$ cat src/rtl/logic_stream_pkg.sv
// Shared encodings for the logic stream reducer: per-beat operation and control FSM states.
// Combinational helpers only; no latency or flow control lives here.
package logic_stream_pkg;

    typedef enum logic [1:0] {
        OP_OR  = 2'b00,
        OP_AND = 2'b01,
        OP_XOR = 2'b10,
        OP_NOR = 2'b11
    } op_e;

    typedef enum logic [1:0] {
        IDLE  = 2'b00,
        ACCUM = 2'b01,
        HOLD  = 2'b10
    } state_e;

    // NOR accumulates as OR and is inverted only when the result is presented.
    function automatic logic op_inverts(input op_e op);
        return (op == OP_NOR);
    endfunction

endpackage

$ cat src/rtl/logic_op_unit.sv
// Bitwise combine of two operands (OR/AND/XOR, NOR treated as OR); purely combinational.
// Zero latency, no flow control.
module logic_op_unit
    import logic_stream_pkg::*;
#(
    parameter int WIDTH = 8
) (
    input  logic [WIDTH-1:0] a,
    input  logic [WIDTH-1:0] b,
    input  op_e              op,
    output logic [WIDTH-1:0] y
);

    always_comb begin
        y = a | b;
        case (op)
            OP_AND:  y = a & b;
            OP_XOR:  y = a ^ b;
            default: y = a | b;
        endcase
    end

endmodule

$ cat src/rtl/logic_stream_reducer.sv
// Reduces a frame of beats with OR/AND/XOR/NOR; result valid one cycle after the closing beat.
// Input stalls (in_ready low) while a result waits in HOLD; one bubble cycle after consumption.
module logic_stream_reducer
    import logic_stream_pkg::*;
#(
    parameter int WIDTH     = 8,
    parameter int MAX_BEATS = 16,
    parameter int CW        = $clog2(MAX_BEATS + 1)
) (
    input  logic             clk,
    input  logic             rst,
    input  logic             in_valid,
    output logic             in_ready,
    input  logic [WIDTH-1:0] in_data,
    input  logic             in_last,
    input  logic [1:0]       op,
    output logic             out_valid,
    input  logic             out_ready,
    output logic [WIDTH-1:0] out_data,
    output logic [CW-1:0]    out_count,
    output logic             out_overflow
);

    localparam logic [CW-1:0] MAX_CNT = CW'(MAX_BEATS);

    state_e           state_q, state_d;
    logic [WIDTH-1:0] acc_q, acc_d;
    logic [CW-1:0]    count_q, count_d;
    op_e              op_q, op_d;
    logic             ovf_q, ovf_d;

    logic             in_fire;
    logic             out_fire;
    logic [CW-1:0]    count_inc;
    logic [WIDTH-1:0] comb_y;

    logic_op_unit #(
        .WIDTH (WIDTH)
    ) u_op (
        .a  (acc_q),
        .b  (in_data),
        .op (op_q),
        .y  (comb_y)
    );

    assign in_ready  = (state_q != HOLD);
    assign out_valid = (state_q == HOLD);
    assign in_fire   = in_valid && in_ready;
    assign out_fire  = out_valid && out_ready;
    assign count_inc = count_q + CW'(1);

    always_comb begin
        state_d = state_q;
        acc_d   = acc_q;
        count_d = count_q;
        op_d    = op_q;
        ovf_d   = ovf_q;
        case (state_q)
            IDLE: begin
                // The first beat seeds the accumulator directly and fixes the op for the frame.
                if (in_fire) begin
                    acc_d   = in_data;
                    op_d    = op_e'(op);
                    count_d = CW'(1);
                    ovf_d   = 1'b0;
                    state_d = in_last ? HOLD : ACCUM;
                end
            end
            ACCUM: begin
                if (in_fire) begin
                    acc_d   = comb_y;
                    count_d = count_inc;
                    if (in_last) begin
                        ovf_d   = 1'b0;
                        state_d = HOLD;
                    end else if (count_inc == MAX_CNT) begin
                        ovf_d   = 1'b1;
                        state_d = HOLD;
                    end
                end
            end
            HOLD: begin
                if (out_fire) begin
                    ovf_d   = 1'b0;
                    state_d = IDLE;
                end
            end
            default: begin
                state_d = IDLE;
            end
        endcase
    end

    always_ff @(posedge clk) begin
        if (rst) begin
            state_q <= IDLE;
            acc_q   <= '0;
            count_q <= '0;
            op_q    <= OP_OR;
            ovf_q   <= 1'b0;
        end else begin
            state_q <= state_d;
            acc_q   <= acc_d;
            count_q <= count_d;
            op_q    <= op_d;
            ovf_q   <= ovf_d;
        end
    end

    assign out_data     = op_inverts(op_q) ? ~acc_q : acc_q;
    assign out_count    = count_q;
    assign out_overflow = ovf_q;

endmodule

$ cat config.mk
export PLATFORM = sky130hd
export DESIGN_NAME = logic_stream_reducer
export DESIGN_NICKNAME = d
export VERILOG_FILES = /design/src/rtl/logic_stream_pkg.sv /design/src/rtl/logic_op_unit.sv /design/src/rtl/logic_stream_reducer.sv
export SDC_FILE = /design/constraint.sdc
export NUM_CORES = 1
export LEC_CHECK = 0
export ABC_AREA = 1
export BUFFER_PORTS_ARGS = -buffer_cell sky130_fd_sc_hd__buf_2
export CORE_AREA = 2 2 62 64
export DETAILED_ROUTE_END_ITERATION = 7
export DIE_AREA = 0 0 64 66
export PLACE_DENSITY = 0.69
export SETUP_SLACK_MARGIN = 0.3
export SLEW_MARGIN = 20
export SYNTH_ARGS = -nofsm -noshare
export SYNTH_HDL_FRONTEND = slang
export SYNTH_HIERARCHICAL = 1
export SYNTH_SLANG_ARGS = --single-unit
$ cat constraint.sdc
create_clock -name clk -period 1.53 [get_ports clk]
set_clock_uncertainty 0.2 [all_clocks]
set_input_delay 0.459 -clock clk [delete_from_list [all_inputs] [get_ports clk]]
set_output_delay 0.459 -clock clk [all_outputs]
set_load 0.03 [all_outputs]
# After elaboration in Yosys (flattened, before gate mapping)
# Index checks and enable logic that the tools add are counted.
[op_classes]
n_reduce_logical = 9
n_mux = 21
n_addsub = 1
bitwise_logic = 4
eq_ne = 11
[op_table]
columns = ["op", "count"]
rows = [
  ["one-hot mux 8 bit (2 select lines)", 2],
  ["two-way mux 8 bit", 3],
  ["two-way mux 2 bit", 6],
  ["two-way mux 5 bit", 2],
  ["one-hot mux 5 bit (2 select lines)", 1],
  ["AND 8 bit", 1],
  ["inverter 8 bit", 1],
  ["bitwise OR 8 bit", 1],
  ["XOR 8 bit", 1],
  ["== test 2 bit (second input constant)", 3],
  ["!= test 2 bit (second input constant)", 3],
  ["one-hot mux 2 bit (3 select lines)", 1],
  ["adder 5 x 1 -> 5 bit (second input constant)", 1],
  ["== test 5 bit (second input constant)", 1],
  ["two-way mux 1 bit", 5],
  ["AND reduction 5 bit", 1],
  ["== test 2 x 1 -> 1 bit (second input constant)", 2],
  ["AND reduction 4 bit", 1],
  ["!= test 3 bit (second input constant)", 1],
  ["one-hot mux 1 bit (3 select lines)", 1],
  ["AND reduction 3 bit", 1],
  ["nonzero test 3 bit", 1],
  ["logical AND 1 bit", 2],
  ["logical NOT 2 bit", 1],
  ["3 further kinds", 3],
]
[totals]
inputBits = 15
word_cells = 51
output_inout_bits = 16
reg_bits = 18

# Logic depth before layout (Yosys ltp)
[depth]
word_depth = 6
depth_mapped = 11
ltp_nobuf = 10

# Cells and area by module
# The synthesis kept the hierarchy.
[modules_own_cells]
columns = ["mod", "n_inst", "area_per_inst_um2", "cells_each"]
rows = [
  ["logic_stream_reducer", 1, 1042.2, 137],
  ["logic_op_unit", 1, 518.0, 88],
]

# Worst setup path after synthesis
# OpenSTA, ideal clock, no wires.
[synth_path]
kind = "register to output"
startpoint = "register op_q[0]"
endpoint = "output port out_data[0]"
t_arrival_ns = 1.181
t_required_ns = 0.871
setup_slack_ns = -0.310
n_path_buf = 0
stages_incl_launch_ff = 3
cell_sequence = "dfxtp_1 > nand2_1 > xnor2_1"
[synth_via]
elab_chain_cells = 2
[synth_rtl]
columns = ["element", "line", "source"]
rows = [
  ["from (decl)", "logic_stream_reducer.sv:29", "op_e op_q, op_d;"],
  ["from (signal assigned)", "logic_stream_reducer.sv:105", "op_q <= op_d;"],
  ["== test 2 bit", "logic_stream_pkg.sv:20", "return (op == OP_NOR);"],
  ["two-way mux 8 bit", "logic_stream_reducer.sv:110", "assign out_data = op_inverts(op_q) ? ~acc_q : acc_q;"],
  ["to (decl)", "logic_stream_reducer.sv:19", "output logic [WIDTH-1:0] out_data,"],
]
# Every way passes these cells.

# Final worst setup path
[layout_path]
startpoint = "register op_q[1]"
endpoint = "output port out_data[1]"
# The elaborated chain is that of the path after synthesis.

==> results.cfg <==
[global_routing]
overflow = 0
grt_max_degree = 17
antenna_found_initial = 0
track_usage_pct = 21.0
grt_first_pass_wirelength_um = 7000
grt_pass1_vias = 1624

[cells_and_area]
antennaDiodeCount = 0
fillers = 296
area_growth_syn_to_layout_pct = 61.6
fin_nets = 323
postLayoutCellArea_sq_um = 2520
final-seq-area_sq_um = 400
drive_gt1_share_pct = 53.5
multi_input_area_sq_um = 1310

[worst_hold_path]
min_to = out_count[1]$_SDFFE_PP0P_
hold_class = in2reg
whs_path_depth = 2
worstHoldStart = rst

[routing]
first_iter_violations = 59
drc = 0
top_layer = met4
avgRoutedWirePerCell_um = 12.2
vias_per_cell = 4.89
ant_nets = 0
dr_wl_met3_um = 165
vias = 1642
drtPass1Iterations = 4
wl_met1_um = 1740
routed_wl_um = 4110
wl_met2_um = 2130

[floorplanning]
rows = 22
fp.dieW_um = 64
dieArea_sq_um = 4220
start_util_pct = 43.9
die_h_um = 66
core_area_sq_um = 3550
io_pins = 31

[yosys]
yosysTopAreaCellShare_pct = 23.1
ys_warn_count = 6
synth-edff-count = 0
ys_ff_latch = 18
synthAdderAreaFrac_pct = 15.2
yosys.area.top_type = dfxtp_1
synth_compound_area_share_pct = 11.1
synth_cell_types = 27
muxShareOfSynthArea_pct = 0
synthXorXnorAreaFrac_pct = 4.49
yosys-top-cells-area = dfxtp_1, nand2_1, ha_1, inv_1, o211ai_2
ys_seq_area_share_pct = 23.1
synth_area_sq_um = 1560
syn_inst = 225
syn_nets = 259
synthFlopType = dfxtp_1
avgSynthCellArea_sq_um = 6.93
synthSimpleGateAreaFrac_pct = 33.1
async_flop_share_pct = 0
synth_top_family_by_area = simple AND/OR/NAND/NOR gates

[sta]
slew_headroom_pct = 83.0
setup_viol = 18
tightest_slew_ns = 0.255
hold_viol = 0
period_share_pct = 123
fin_crit_ns = 1.87
timing.final.ws_setup_ns = -0.345
fmax_mhz = 533
grt_setup_unrepaired = yes
drv_slew = 0

[placed_design]
place_congestion = 0.779
port_buffers = 30
postPlaceCellArea_sq_um = 2110
hpwl_um = 2560

[worst_setup_path]
path_max_fanout = 8
worst_ep_arrival_time_ns = 1.22
r2r-start = op_q[0]$_SDFFE_PP0P_
crit_type = reg2out
r2r_cells = 10
r2r_slack_ns = -0.19
required_ns = 0.87
start_kind = flip-flop
cp-end-kind = output pin
critPathMaxStageDelay_ns = 0.39
crit_chain = nand2_8 > xnor2_4 > buf_6
slowest_stage = dfxtp_4
r2r_end = acc_q[6]$_SDFFE_PP0P_

[clocking]
cts_tree = yes
cts_root_buffer = clkbuf_4
clkLatencyLatePin_ns = 0.30
clockBufferDepth = 2
htreeDepth = 1
cts.sinks = 18
cts-buffers-inserted = 3
cts.clk_slew.worst_paths_ns = 0.11

[run_status]
failed_checks = setup timing
status = finished with violations

[pwr]
p_leak_uw = 0.00126
power_density_nw_per_um2 = 635
ir_drop_v = 0.000369
p_total_uw = 1600

[flow_run]
cap_viol_max_count = 0
==> cells by family (layout without fill, tap and decap cells) <==
family	after synthesis	after routing
fa+ha+maj	19	19
simple gates	113	113
buf+inv	46	109
xor+xnor	8	8
flops	18	18
compound gates	21	21
==> stage by stage <==
| stage | util [%] | worst slack, ns | hold WS, ns | cells | setup TNS (ns) |
|---|---|---|---|---|---|
| final | 71.0 | -0.345 | 0.149 | 336 | -4.08 |
| after detailed placement | 59.5 | -0.119 | 0.271 | 313 | -1.49 |
| after CTS | 68.6 | -0.367 | 0.115 | 334 | -4.38 |
| after floorplan | - | -0.0296 | 0.318 | 225 | -0.0591 |
| after global routing | 71.0 | -0.404 | 0.137 | 336 | -5.51 |
| after global placement | 59.5 | -0.107 | 0.272 | 313 | -1.31 |
==> state kept, by name (all words and copies together), names as in the netlist <==
| signal | flops |
|---|---|
| acc_q | 8 |
| out_count | 5 |
| op_q | 2 |
| state_q | 2 |
| out_overflow | 1 |
==> critical path, delay by kind of cell (launching register included) <==
kind | cells | cell delay (ns)
flip-flops | 1 | 0.39
XOR/XNOR | 1 | 0.20
AND/OR/NAND/NOR | 1 | 0.16
buffers and inverters | 1 | 0.14
==> cells in the mapped netlist, types with 3 or more instances <==
master	instances
buf_6	3
or2_2	6
o211ai_2	8
nand2_1	72
inv_1	29
nor2_1	9
dfxtp_1	18
inv_2	10
xnor2_1	8
nand3_1	14
a21oi_1	6
ha_1	19
==> layout make-up <==
| cell class | instances | share of cell area (%) |
|---|---|---|
| clock buffers | 4 | 1.04 |
| well taps | 48 | 2.38 |
| inverters | 40 | 7.15 |
| flip-flops and latches | 18 | 15.9 |
| repair buffers | 65 | 21.7 |
| multi-input cells | 161 | 51.8 |
==> routing by layer <==
| metal | vias up | global-route usage, % |
|---|---|---|
| li1 | 825 | - |
| met1 | 769 | 23.8 |
| met2 | 40 | 39.1 |
| met3 | 8 | 3.58 |
| met4 | 0 | 8.15 |
| met5 | - | 0 |
==> layout by cell type, fill, tap and decap left out, types with 6 or more instances in the layout <==
cell	netlist	routed
a21oi_2	1	6
buf_2	2	14
buf_4	0	28
buf_6	3	22
dfxtp_2	0	8
dfxtp_4	0	8
ha_1	19	16
inv_1	29	26
inv_2	10	9
nand2_1	72	68
nand3_2	0	11
nor2_1	9	6
o211ai_2	8	8
or2_2	6	6
xnor2_4	0	8
==> report_power, final <==
group          internal, uW  switching [uW]  total, uW
combinational           371             397        768
sequential              503            59.8        563
clock                   102             167        269
==> timing repair <==
item	4_1_cts	5_1_grt
gates cloned	0	0
pin swaps	14	14
setup buffers	17	2
hold buffers	0	0
endpoints found under the setup margin	33	34
gates resized for setup	54	18
==> worst max-delay path by stage <==
| stage | from | to | slack [ns] | cells after the start |
|---|---|---|---|---|
| detailed placement | in_data[0] | acc_q[0]$_SDFFE_PP0P_ | -0.12 | 11 |
| global route | op_q[1]$_SDFFE_PP0P_ | out_data[5] | -0.40 | 3 |
| floorplan | op_q[0]$_SDFFE_PP0P_ | acc_q[3]$_SDFFE_PP0P_ | -0.03 | 10 |
| finish | op_q[1]$_SDFFE_PP0P_ | out_data[1] | -0.34 | 3 |
| global placement | in_data[0] | acc_q[0]$_SDFFE_PP0P_ | -0.11 | 11 |
| CTS | op_q[0]$_SDFFE_PP0P_ | out_data[5] | -0.37 | 3 |
Note: power is estimated with default switching activity, not from simulation.
